===== config.mk =====
export PLATFORM = sky130hd
export DESIGN_NAME = dnn_layer_accel_flat
export DESIGN_NICKNAME = d
export VERILOG_FILES = /design/src/rtl/dnn_accel_pkg.sv /design/src/rtl/dnn_layer_accel_if.sv /design/src/rtl/dnn_mac_unit.sv /design/src/rtl/dnn_layer_accel.sv /design/src/flat_wrapper.sv
export SDC_FILE = /design/constraint.sdc
export NUM_CORES = 2
export LEC_CHECK = 0
export BUFFER_PORTS_ARGS = -buffer_cell sky130_fd_sc_hd__clkbuf_2
export CORE_UTILIZATION = 31
export CTS_CLUSTER_SIZE = 8
export DETAILED_ROUTE_END_ITERATION = 7
export PLACE_DENSITY = 0.43
export SYNTH_ARGS = -nofsm -noshare
export SYNTH_HDL_FRONTEND = slang
export SYNTH_SLANG_ARGS = --single-unit

===== constraint.sdc =====
create_clock -name clk -period 17.6 [get_ports clk]
set_input_delay 3.52 -clock clk [delete_from_list [all_inputs] [get_ports clk]]
set_output_delay 3.52 -clock clk [all_outputs]
set_load 0.1 [all_outputs]

===== src/rtl/dnn_accel_pkg.sv =====
// Shared definitions for the fully-connected layer engine: FSM state codes,
// CSR word offsets and Q-format helpers for the default 32-bit Q16.16 format.
package dnn_accel_pkg;

  // FSM state codes
  localparam logic [2:0] ST_IDLE    = 3'd0;
  localparam logic [2:0] ST_CHK     = 3'd1;
  localparam logic [2:0] ST_RD_BIAS = 3'd2;
  localparam logic [2:0] ST_RD_W    = 3'd3;
  localparam logic [2:0] ST_RD_X    = 3'd4;
  localparam logic [2:0] ST_MAC     = 3'd5;
  localparam logic [2:0] ST_WR_OUT  = 3'd6;
  localparam logic [2:0] ST_DONE    = 3'd7;

  // CSR word offsets
  localparam logic [3:0] REG_CTRL      = 4'd0;
  localparam logic [3:0] REG_BIAS_ADDR = 4'd1;
  localparam logic [3:0] REG_W_ADDR    = 4'd2;
  localparam logic [3:0] REG_IN_ADDR   = 4'd3;
  localparam logic [3:0] REG_OUT_ADDR  = 4'd4;
  localparam logic [3:0] REG_N_IN      = 4'd5;
  localparam logic [3:0] REG_N_OUT     = 4'd6;
  localparam logic [3:0] REG_RELU      = 4'd7;

  // Q16.16 helpers
  localparam int          Q_FRAC_BITS = 16;
  localparam logic [31:0] Q_ONE       = 32'(1) << Q_FRAC_BITS;
  localparam logic [31:0] Q_MAX       = 32'h7FFF_FFFF;
  localparam logic [31:0] Q_MIN       = 32'h8000_0000;

  function automatic logic [31:0] q_from_int(input int v);
    return 32'(v) << Q_FRAC_BITS;
  endfunction

endpackage


===== src/rtl/dnn_layer_accel_if.sv =====
// Avalon-MM style bus bundle. Used twice by the accelerator: once as the
// CPU-facing config slave (AW=4 word offset) and once as the SDRAM master.
interface dnn_layer_accel_if #(
  parameter int AW = 32,
  parameter int DW = 32
);
  logic [AW-1:0] address;
  logic          read;
  logic          write;
  logic [DW-1:0] writedata;
  logic [DW-1:0] readdata;
  logic          waitrequest;
  logic          readdatavalid;

  modport master (output address, read, write, writedata,
                  input  readdata, waitrequest, readdatavalid);
  modport slave  (input  address, read, write, writedata,
                  output readdata, waitrequest, readdatavalid);
endinterface


===== src/rtl/dnn_mac_unit.sv =====
// Multiply-accumulate datapath: combinational Q-format multiply with floor
// shift, registered accumulator with clear/load/accumulate controls.
// Build option: ACC_SATURATE_EN clamps the product and each accumulate to the
// signed DATA_W range instead of wrapping.
module dnn_mac_unit #(
  parameter int DATA_W    = 32,
  parameter int FRAC_BITS = 16
) (
  input  logic              clk,
  input  logic              reset,
  input  logic              clr_i,
  input  logic              load_i,
  input  logic              en_i,
  input  logic [DATA_W-1:0] load_val_i,
  input  logic [DATA_W-1:0] a_i,
  input  logic [DATA_W-1:0] b_i,
  output logic [DATA_W-1:0] acc_o
);
  localparam int PW = 2 * DATA_W;

  logic signed [PW-1:0] a_x, b_x;
  logic [DATA_W-1:0]    prod_w, sum_w, acc_q, acc_d;

  assign a_x = PW'($signed(a_i));
  assign b_x = PW'($signed(b_i));

`ifdef ACC_SATURATE_EN
  localparam logic [DATA_W-1:0] MAX_W = {1'b0, {(DATA_W-1){1'b1}}};
  localparam logic [DATA_W-1:0] MIN_W = {1'b1, {(DATA_W-1){1'b0}}};
  localparam logic signed [PW-1:0] PMAX = PW'($signed(MAX_W));
  localparam logic signed [PW-1:0] PMIN = PW'($signed(MIN_W));

  logic signed [PW-1:0] prod_sh;
  logic [DATA_W:0]      sum_x;

  // Clamp shifted product, then clamp the sum on signed overflow
  always_comb begin
    prod_sh = (a_x * b_x) >>> FRAC_BITS;
    if (prod_sh > PMAX)      prod_w = MAX_W;
    else if (prod_sh < PMIN) prod_w = MIN_W;
    else                     prod_w = prod_sh[DATA_W-1:0];
    sum_x = {acc_q[DATA_W-1], acc_q} + {prod_w[DATA_W-1], prod_w};
    if (sum_x[DATA_W] != sum_x[DATA_W-1]) sum_w = sum_x[DATA_W] ? MIN_W : MAX_W;
    else                                  sum_w = sum_x[DATA_W-1:0];
  end
`else
  // Two's-complement wrap: keep the low DATA_W bits of product and sum
  always_comb begin
    prod_w = DATA_W'((a_x * b_x) >>> FRAC_BITS);
    sum_w  = acc_q + prod_w;
  end
`endif

  // Accumulator next value: clear beats load beats accumulate
  always_comb begin
    acc_d = acc_q;
    if (clr_i)       acc_d = '0;
    else if (load_i) acc_d = load_val_i;
    else if (en_i)   acc_d = sum_w;
  end

  // Accumulator register
  always_ff @(posedge clk or posedge reset) begin
    if (reset) acc_q <= '0;
    else       acc_q <= acc_d;
  end

  assign acc_o = acc_q;
endmodule


===== src/rtl/dnn_layer_accel.sv =====
// Fully-connected layer engine: out[j] = act(bias[j] + sum_i w[j][i]*x[i]).
// CPU programs it through the config slave; operands and results move over
// the memory master with one outstanding read at a time.
// Build option: ACC_SATURATE_EN (saturating MAC, see dnn_mac_unit).
module dnn_layer_accel
  import dnn_accel_pkg::*;
#(
  parameter int DATA_W    = 32,
  parameter int FRAC_BITS = 16,
  parameter int ADDR_W    = 32,
  parameter int CNT_W     = 16
) (
  input logic               clk,
  input logic               reset,
  dnn_layer_accel_if.slave  slave,
  dnn_layer_accel_if.master master
);
  localparam logic [ADDR_W-1:0] WSTEP = ADDR_W'(4);

  logic [2:0]        state_q, state_d;
  logic              done_q, done_d, pend_q, pend_d, relu_q, relu_d;
  logic [ADDR_W-1:0] bias_addr_q, bias_addr_d, w_addr_q, w_addr_d;
  logic [ADDR_W-1:0] in_addr_q, in_addr_d, out_addr_q, out_addr_d;
  logic [ADDR_W-1:0] b_ptr_q, b_ptr_d, w_ptr_q, w_ptr_d;
  logic [ADDR_W-1:0] x_ptr_q, x_ptr_d, o_ptr_q, o_ptr_d;
  logic [CNT_W-1:0]  n_in_q, n_in_d, n_out_q, n_out_d, i_q, i_d, j_q, j_d;
  logic [DATA_W-1:0] w_q, w_d, x_q, x_d, acc, act;
  logic              mac_clr, mac_load, mac_en;
  logic              rd_state, rd_issue, rd_done;

  // Read handshake: request until accepted, then wait for the data beat
  assign rd_state = (state_q == ST_RD_BIAS) || (state_q == ST_RD_W) || (state_q == ST_RD_X);
  assign rd_issue = rd_state && !pend_q;
  assign rd_done  = rd_state && pend_q && master.readdatavalid;

  assign act = (relu_q && acc[DATA_W-1]) ? '0 : acc;

  dnn_mac_unit #(.DATA_W(DATA_W), .FRAC_BITS(FRAC_BITS)) u_mac (
    .clk       (clk),
    .reset     (reset),
    .clr_i     (mac_clr),
    .load_i    (mac_load),
    .en_i      (mac_en),
    .load_val_i(master.readdata),
    .a_i       (w_q),
    .b_i       (x_q),
    .acc_o     (acc)
  );

  // Next-state: CSR writes while idle, read handshake, layer sequencing
  always_comb begin
    state_d = state_q;  done_d = done_q;  pend_d = pend_q;  relu_d = relu_q;
    bias_addr_d = bias_addr_q;  w_addr_d = w_addr_q;
    in_addr_d = in_addr_q;  out_addr_d = out_addr_q;
    n_in_d = n_in_q;  n_out_d = n_out_q;  i_d = i_q;  j_d = j_q;
    b_ptr_d = b_ptr_q;  w_ptr_d = w_ptr_q;  x_ptr_d = x_ptr_q;  o_ptr_d = o_ptr_q;
    w_d = w_q;  x_d = x_q;
    mac_clr = 1'b0;  mac_load = 1'b0;  mac_en = 1'b0;

    // done_q is high exactly while idle, so it gates config writes
    if (slave.write && done_q) begin
      case (slave.address)
        REG_CTRL:      begin done_d = 1'b0; state_d = ST_CHK; end
        REG_BIAS_ADDR: bias_addr_d = ADDR_W'(slave.writedata);
        REG_W_ADDR:    w_addr_d    = ADDR_W'(slave.writedata);
        REG_IN_ADDR:   in_addr_d   = ADDR_W'(slave.writedata);
        REG_OUT_ADDR:  out_addr_d  = ADDR_W'(slave.writedata);
        REG_N_IN:      n_in_d      = CNT_W'(slave.writedata);
        REG_N_OUT:     n_out_d     = CNT_W'(slave.writedata);
        REG_RELU:      relu_d      = slave.writedata[0];
        default: ;
      endcase
    end

    if (rd_issue && !master.waitrequest) pend_d = 1'b1;
    if (rd_done)                         pend_d = 1'b0;

    case (state_q)
      ST_CHK: begin
        b_ptr_d = bias_addr_q;  w_ptr_d = w_addr_q;  o_ptr_d = out_addr_q;
        j_d     = '0;
        mac_clr = 1'b1;
        state_d = (n_out_q == '0) ? ST_DONE : ST_RD_BIAS;
      end
      ST_RD_BIAS: if (rd_done) begin
        mac_load = 1'b1;
        x_ptr_d  = in_addr_q;
        i_d      = '0;
        state_d  = (n_in_q == '0) ? ST_WR_OUT : ST_RD_W;
      end
      ST_RD_W: if (rd_done) begin
        w_d     = master.readdata;
        w_ptr_d = w_ptr_q + WSTEP;
        state_d = ST_RD_X;
      end
      ST_RD_X: if (rd_done) begin
        x_d     = master.readdata;
        x_ptr_d = x_ptr_q + WSTEP;
        state_d = ST_MAC;
      end
      ST_MAC: begin
        mac_en  = 1'b1;
        i_d     = i_q + CNT_W'(1);
        state_d = (i_q == n_in_q - CNT_W'(1)) ? ST_WR_OUT : ST_RD_W;
      end
      ST_WR_OUT: if (!master.waitrequest) begin
        if (j_q == n_out_q - CNT_W'(1)) begin
          state_d = ST_DONE;
        end else begin
          j_d     = j_q + CNT_W'(1);
          b_ptr_d = b_ptr_q + WSTEP;
          o_ptr_d = o_ptr_q + WSTEP;
          state_d = ST_RD_BIAS;
        end
      end
      ST_DONE: begin
        done_d  = 1'b1;
        state_d = ST_IDLE;
      end
      default: ;
    endcase
  end

  // State and datapath registers
  always_ff @(posedge clk or posedge reset) begin
    if (reset) begin
      state_q <= ST_IDLE;  done_q <= 1'b1;  pend_q <= 1'b0;  relu_q <= 1'b0;
      bias_addr_q <= '0;  w_addr_q <= '0;  in_addr_q <= '0;  out_addr_q <= '0;
      n_in_q <= '0;  n_out_q <= '0;  i_q <= '0;  j_q <= '0;
      b_ptr_q <= '0;  w_ptr_q <= '0;  x_ptr_q <= '0;  o_ptr_q <= '0;
      w_q <= '0;  x_q <= '0;
    end else begin
      state_q <= state_d;  done_q <= done_d;  pend_q <= pend_d;  relu_q <= relu_d;
      bias_addr_q <= bias_addr_d;  w_addr_q <= w_addr_d;
      in_addr_q <= in_addr_d;  out_addr_q <= out_addr_d;
      n_in_q <= n_in_d;  n_out_q <= n_out_d;  i_q <= i_d;  j_q <= j_d;
      b_ptr_q <= b_ptr_d;  w_ptr_q <= w_ptr_d;  x_ptr_q <= x_ptr_d;  o_ptr_q <= o_ptr_d;
      w_q <= w_d;  x_q <= x_d;
    end
  end

  // Master outputs decode from registered state only, so reset drops them at once
  always_comb begin
    case (state_q)
      ST_RD_BIAS: master.address = b_ptr_q;
      ST_RD_W:    master.address = w_ptr_q;
      ST_RD_X:    master.address = x_ptr_q;
      ST_WR_OUT:  master.address = o_ptr_q;
      default:    master.address = '0;
    endcase
  end

  assign master.read      = rd_issue;
  assign master.write     = (state_q == ST_WR_OUT);
  assign master.writedata = (state_q == ST_WR_OUT) ? act : '0;

  // Zero-latency CSR readback
  always_comb begin
    slave.readdata = '0;
    if (slave.read) begin
      case (slave.address)
        REG_CTRL:      slave.readdata = DATA_W'(done_q);
        REG_BIAS_ADDR: slave.readdata = DATA_W'(bias_addr_q);
        REG_W_ADDR:    slave.readdata = DATA_W'(w_addr_q);
        REG_IN_ADDR:   slave.readdata = DATA_W'(in_addr_q);
        REG_OUT_ADDR:  slave.readdata = DATA_W'(out_addr_q);
        REG_N_IN:      slave.readdata = DATA_W'(n_in_q);
        REG_N_OUT:     slave.readdata = DATA_W'(n_out_q);
        REG_RELU:      slave.readdata = DATA_W'(relu_q);
        default:       slave.readdata = '0;
      endcase
    end
  end

  assign slave.waitrequest   = 1'b0;
  assign slave.readdatavalid = 1'b0;
endmodule


===== src/flat_wrapper.sv =====
// flat-port wrapper written by rule: the top's interface ports become plain ports
module dnn_layer_accel_flat import dnn_accel_pkg::*;
#(
  parameter int DATA_W    = 32,
  parameter int FRAC_BITS = 16,
  parameter int ADDR_W    = 32,
  parameter int CNT_W     = 16
)
  (clk, reset, slave_address, slave_read, slave_write, slave_writedata, slave_readdata, slave_waitrequest, slave_readdatavalid, master_address, master_read, master_write, master_writedata, master_readdata, master_waitrequest, master_readdatavalid);
  dnn_layer_accel_if #(.AW(4), .DW(32)) slave_i ();
  dnn_layer_accel_if #(.AW(32), .DW(32)) master_i ();
  input logic clk;
  input logic reset;
  input wire logic [$bits(slave_i.address)-1:0] slave_address;
  input wire logic [$bits(slave_i.read)-1:0] slave_read;
  input wire logic [$bits(slave_i.write)-1:0] slave_write;
  input wire logic [$bits(slave_i.writedata)-1:0] slave_writedata;
  output wire logic [$bits(slave_i.readdata)-1:0] slave_readdata;
  output wire logic [$bits(slave_i.waitrequest)-1:0] slave_waitrequest;
  output wire logic [$bits(slave_i.readdatavalid)-1:0] slave_readdatavalid;
  output wire logic [$bits(master_i.address)-1:0] master_address;
  output wire logic [$bits(master_i.read)-1:0] master_read;
  output wire logic [$bits(master_i.write)-1:0] master_write;
  output wire logic [$bits(master_i.writedata)-1:0] master_writedata;
  input wire logic [$bits(master_i.readdata)-1:0] master_readdata;
  input wire logic [$bits(master_i.waitrequest)-1:0] master_waitrequest;
  input wire logic [$bits(master_i.readdatavalid)-1:0] master_readdatavalid;
  assign slave_i.address = slave_address;
  assign slave_i.read = slave_read;
  assign slave_i.write = slave_write;
  assign slave_i.writedata = slave_writedata;
  assign slave_readdata = slave_i.readdata;
  assign slave_waitrequest = slave_i.waitrequest;
  assign slave_readdatavalid = slave_i.readdatavalid;
  assign master_address = master_i.address;
  assign master_read = master_i.read;
  assign master_write = master_i.write;
  assign master_writedata = master_i.writedata;
  assign master_i.readdata = master_readdata;
  assign master_i.waitrequest = master_waitrequest;
  assign master_i.readdatavalid = master_readdatavalid;
  dnn_layer_accel #(.DATA_W(DATA_W), .FRAC_BITS(FRAC_BITS), .ADDR_W(ADDR_W), .CNT_W(CNT_W)) u_core (.clk(clk), .reset(reset), .slave(slave_i), .master(master_i));
endmodule

# Word level (Yosys, flattened, before mapping)
# Cells that the tools add are included.
[op_classes]
n_addsub = 9
mul = 1
n_eq_ne = 21
n_mux = 44
reduce_logical = 35
[op_table]
columns = ["cell", "count"]
rows = [
  ["$mux W32", 13],
  ["$pmux W32 S2", 4],
  ["$pmux W32 S8", 1],
  ["$add A32 B3 Y32 const B", 4],
  ["$pmux W32 S4", 1],
  ["$pmux W16 S2", 2],
  ["$mul A32 B32 Y48", 1],
  ["$mux W16", 3],
  ["$add A16 B1 Y16 const B", 2],
  ["$add A32 B32 Y32", 1],
  ["$eq A16 B16 Y1", 2],
  ["$logic_not A16 Y1", 2],
  ["$sub A16 B1 Y16 const B", 2],
  ["$mux W3", 10],
  ["$reduce_and A2 Y1", 12],
  ["$pmux W3 S7", 1],
  ["$eq A4 B3 Y1 const B", 4],
  ["$reduce_bool A2 Y1", 7],
  ["$eq A3 B3 Y1 const B", 4],
  ["$mux W1", 9],
  ["$eq A4 B2 Y1 const B", 2],
  ["$eq A3 B2 Y1 const B", 2],
  ["$logic_and A1 B1 Y1", 6],
  ["$ne A2 B1 Y1 const B", 3],
  ["8 further kinds", 12],
]
[totals]
regBits = 422
in_bits = 74
output_inout_bits = 100
elab_cells = 129

# Logic depth before layout (Yosys ltp)
[depth]
depth_word = 9
mapped_depth = 39
ltp_nobuf = 37

# Hierarchy
# From an unflattened synthesis, not the netlist that was laid out.
[hier_totals]
cells_unflattened = 5606
hier_area_um2 = 52621.7
[modules_own_cells]
columns = ["module", "n_inst", "cells_per_inst", "area_per_inst_um2", "seq_area_each_um2"]
rows = [
  ["dnn_mac_unit", 1, 3423, 31584.0, 800.8],
  ["dnn_layer_accel", 1, 2183, 21037.7, 9760.6],
]

# Worst setup path before layout
# Ideal clock, no wire load.
[synth_path]
kind = "input to output"
start = "input slave_address[2]"
end = "output slave_readdata[11]"
arrival_time_ns = 6.421
required_ns = 14.080
path_slack_ns = 7.659
stages = 7
path_buffers = 3
path_cell_list = "clkbuf_1 > nand2b_1 > clkbuf_1 > nor2_1 > clkbuf_1 > a22oi_1 > a31oi_1"
[synth_via]
elab_chain_cells = 3
word_cells_on_any_way = 10
cone_classes = "eq/ne: 7; mux: 2; reduce/logical: 1"
[synth_rtl]
columns = ["element", "line", "text"]
rows = [
  ["start, declared", "flat_wrapper.sv:14", "input wire logic [$bits(slave_i.address)-1:0] slave_address;"],
  ["$eq A4 B3 Y1 (tied with other cells)", "dnn_layer_accel.sv:161", "case (slave.address)"],
  ["$pmux W32 S8 (*)", "dnn_layer_accel.sv:161", ""],
  ["$mux W32 (*)", "dnn_layer_accel.sv:160", "if (slave.read) begin"],
  ["end, declared", "flat_wrapper.sv:18", "output wire logic [$bits(slave_i.readdata)-1:0] slave_readdata;"],
]
# Mark *: on every way between the ends. The rest lies on a longest branch, timed or not.

# Worst setup path after layout
[layout_path]
start = "register u_core.w_q[16]"
end = "register u_core.u_mac.acc_q[31], in the netlist u_core.u_mac.acc_o[31]"
[layout_via]
elab_chain_cells = 5
[layout_rtl]
columns = ["element", "line", "text"]
rows = [
  ["start, declared", "dnn_layer_accel.sv:27", "logic [DATA_W-1:0] w_q, w_d, x_q, x_d, acc, act;"],
  ["start signal, assigned", "dnn_layer_accel.sv:131", "w_q <= '0; x_q <= '0;"],
  ["start signal, assigned", "dnn_layer_accel.sv:138", "w_q <= w_d; x_q <= x_d;"],
  ["$mul A32 B32 Y48", "dnn_mac_unit.sv:49", "prod_w = DATA_W'((a_x * b_x) >>> FRAC_BITS);"],
  ["$add A32 B32 Y32", "dnn_mac_unit.sv:50", "sum_w = acc_q + prod_w;"],
  ["$mux W32", "dnn_mac_unit.sv:59", "else if (en_i) acc_d = sum_w;"],
  ["$mux W32", "dnn_mac_unit.sv:58", "else if (load_i) acc_d = load_val_i;"],
  ["$mux W32", "dnn_mac_unit.sv:57", "if (clr_i) acc_d = '0;"],
  ["end signal, assigned", "dnn_mac_unit.sv:64", "if (reset) acc_q <= '0;"],
  ["end signal, assigned", "dnn_mac_unit.sv:65", "else acc_q <= acc_d;"],
  ["end, declared", "dnn_mac_unit.sv:22", "logic [DATA_W-1:0] prod_w, sum_w, acc_q, acc_d;"],
]
# Every way passes these cells. The select of a mux whose other input is x is not followed.
# A chain may end at the register's enable or synchronous reset.

==> results_dict.tcl <==
set metrics [dict create \
    status "finished, final reports clean" \
    grt_usage_pct 21.7 \
    cts_buffers 60 \
    crit_path_start_kind "flip-flop" \
    slowest_stage "nor4b_1" \
    fillers 17300 \
    wire_per_inst_um 23.2 \
    synthMuxAreaShare_pct 5.03 \
    grt_setup_unrepaired "false" \
    synth_area_leaders "fa_1 (32%), dfrtp_1 (20%), and2_1 (6.5%)" \
    maxCapViolations 0 \
    yosys_most_used_dff "dfrtp_1" \
    area.growth.synth_to_final_pct 9.23 \
    critical_path_class "flip-flop to flip-flop" \
    route.detailed.drc 0 \
    hold_buffers 0 \
    root_buffer "clkbuf_16" \
    crit_top_cell "fa_1" \
    rows 150 \
    grt_pass1_wl_um 278000 \
    drive_gt1_share_pct 10.9 \
    synth_edf_count 0 \
    dieArea_um2 170000 \
    port-buffer-count 171 \
    via_per_inst 5.12 \
    pin_count 174 \
    place.gp.congestion 0.831 \
    start_util_pct 31.3 \
    synth_top_family_by_area "adder cells" \
    drtPass1Iterations 6 \
    cp_top_family "adder cells" \
    syn_area_per_cell_um2 9.29 \
    yosys.area_share.adder_pct 37.1 \
    wl_um 182000 \
    grt_pass1_vias 42000 \
    min_path_type "flip-flop to flip-flop" \
    path_clk_slew_ns 0.06 \
    synth_top_area_share_pct 32.1 \
    synth_cells 5630 \
    core_area_um2 167000 \
    syn_area_um2 52300 \
    fp.dieH_um 413 \
    synth-compound-area-share_pct 10.2 \
    seq_area_frac_synth_pct 20.2 \
    crit_buf_inv 1 \
    synth_commonest_cells "fa_1 (839), inv_1 (830), nand2_1 (686), and2_1 (545), dfrtp_1 (421)" \
    cts_resized 0 \
    critPathMaxFanout 33 \
    clk_latency_ns 0.68 \
    critical-path-max-stage-delay_ns 1.15 \
    async_flop_share_pct 100 \
    antenna_found_initial 11 \
    synth-xor-area-share_pct 2.18 \
    fin_crit_sh_pct 66.2 \
    finalClockSkew_ns 0.0762 \
    die_x_um 413 \
    synth_top_cell_by_area "fa_1" \
    place_hpwl_um 138000 \
    finalHoldViolations 0 \
    ys_ff_latch 422 \
    min_period_ns 11.66 \
    arrival_ns 12.14 \
    fmax_mhz 85.8 \
    yosys_warnings 0 \
    required_ns 18.09 \
    postCtsSetupRepairBufs 0 \
    drtAntennaViolNets 0 \
    cts.sinks 422 \
    grt_max_degree 145 \
    relSlewSlack_pct 5.78 \
    drt_iter0_markers 2686 \
    final_core_util_pct 34.2 \
    grt_overflow_total 0 \
    netlist-cell-type-count 83 \
    clockBufferDepth 3 \
    finalSetupTns_ns 0 \
    finalMaxSlewViolations 0 \
    setup_viol 0 \
    cts_tree "done" \
    cts_max_level 2 \
    fin_nets 6729 \
    yosys.area_share.simple_pct 16.8 \
    tightest_slew_ns 1.39 \
    synth.most_common_cell "fa_1" \
    endpoint_kind "flip-flop" \
    vias 40100 \
]
[path summary, 6_finish.rpt]
| check | from | to | slack (ns) | cells after the start |
|---|---|---|---|---|
| max | u_core.w_q[16] | u_core.u_mac.acc_o[31] | 5.94 | 30 |
| max in group asynchronous | reset | u_core.w_addr_q[22] | 11.64 | 5 |
| min reg2reg | u_core.out_addr_q[1] | u_core.o_ptr_q[1] | 0.46 | 2 |
| max reg2reg | u_core.w_q[16] | u_core.u_mac.acc_o[31] | 5.94 | 30 |
| min in group asynchronous | reset | u_core.w_addr_q[0] | 3.02 | 2 |
| min | u_core.out_addr_q[1] | u_core.o_ptr_q[1] | 0.46 | 2 |
[metrics by stage]
step | instances | area, um2 | hold slack, ns | setup WS, ns
after floorplan | 5631 | 52300 | 0.446 | 2.33
after global placement | 7749 | 55400 | 0.463 | 6.25
after detailed placement | 7749 | 55400 | 0.465 | 6.06
after CTS | 7831 | 57100 | 0.466 | 5.97
after global routing | 7831 | 57100 | 0.497 | 5.27
final | 7833 | 57100 | 0.464 | 5.94
[worst min-delay path, stage by stage (launching register included)]
cell	delay, ns
dfrtp_1	0.36
nand2_1	0.06
nand2_1	0.05
[layout make-up]
class | instances | area (um2) | share of cell area, %
Clock inverter | 5 | 100 | 0.175
Timing Repair Buffer | 262 | 1550 | 2.72
Tap cell | 2204 | 2760 | 4.83
Clock buffer | 77 | 1610 | 2.81
Multi-Input combinational cell | 4030 | 37400 | 65.5
Inverter | 831 | 3130 | 5.48
Sequential cell | 422 | 10600 | 18.5
Antenna cell | 2 | 5.00 | 0.00876
[logic make-up after synthesis]
kind of cell	count (synthesis)
simple gates	1764
fa+ha+maj	1048
other cells	1
flops	422
buf+inv	1179
xor+xnor	130
compound gates	851
mux	235
[cells in the final DEF, fill, tap and decap left out, types with 17 or more instances in the layout]
cell and instances:
a211oi_1 18, a21o_1 24, a21oi_1 265, a22oi_1 139
a31oi_1 47, and2_1 544, and3_1 41, buf_4 90
clkbuf_16 60, clkbuf_2 171, dfrtp_1 412, fa_1 839
ha_1 209, inv_1 829, mux2_2 220, nand2_1 685
nand2b_1 19, nand3_1 112, nand4_1 36, nor2_1 169
nor2b_1 18, nor3_1 40, nor4_1 17, o211ai_1 23
o21a_1 19, o21ai_0 150, o22ai_1 60, or3_1 17
xnor2_1 94, xor2_1 36
[metal layers]
metal / vias to the layer above / GRT usage [%] / share of wire [%] / wire length, um
met4: 8 / 4.37 / 2.0 / 3620
met5: - / 0 / 0.029 / 53
met1: 21000 / 31.0 / 47 / 84800
li1: 17900 / - / - / -
met2: 990 / 34.7 / 46 / 83300
met3: 176 / 3.36 / 5.6 / 10200
Power is left out: the tool's default activity adds up to more than one toggle a clock period on the data nets, which glitch-free logic cannot reach.
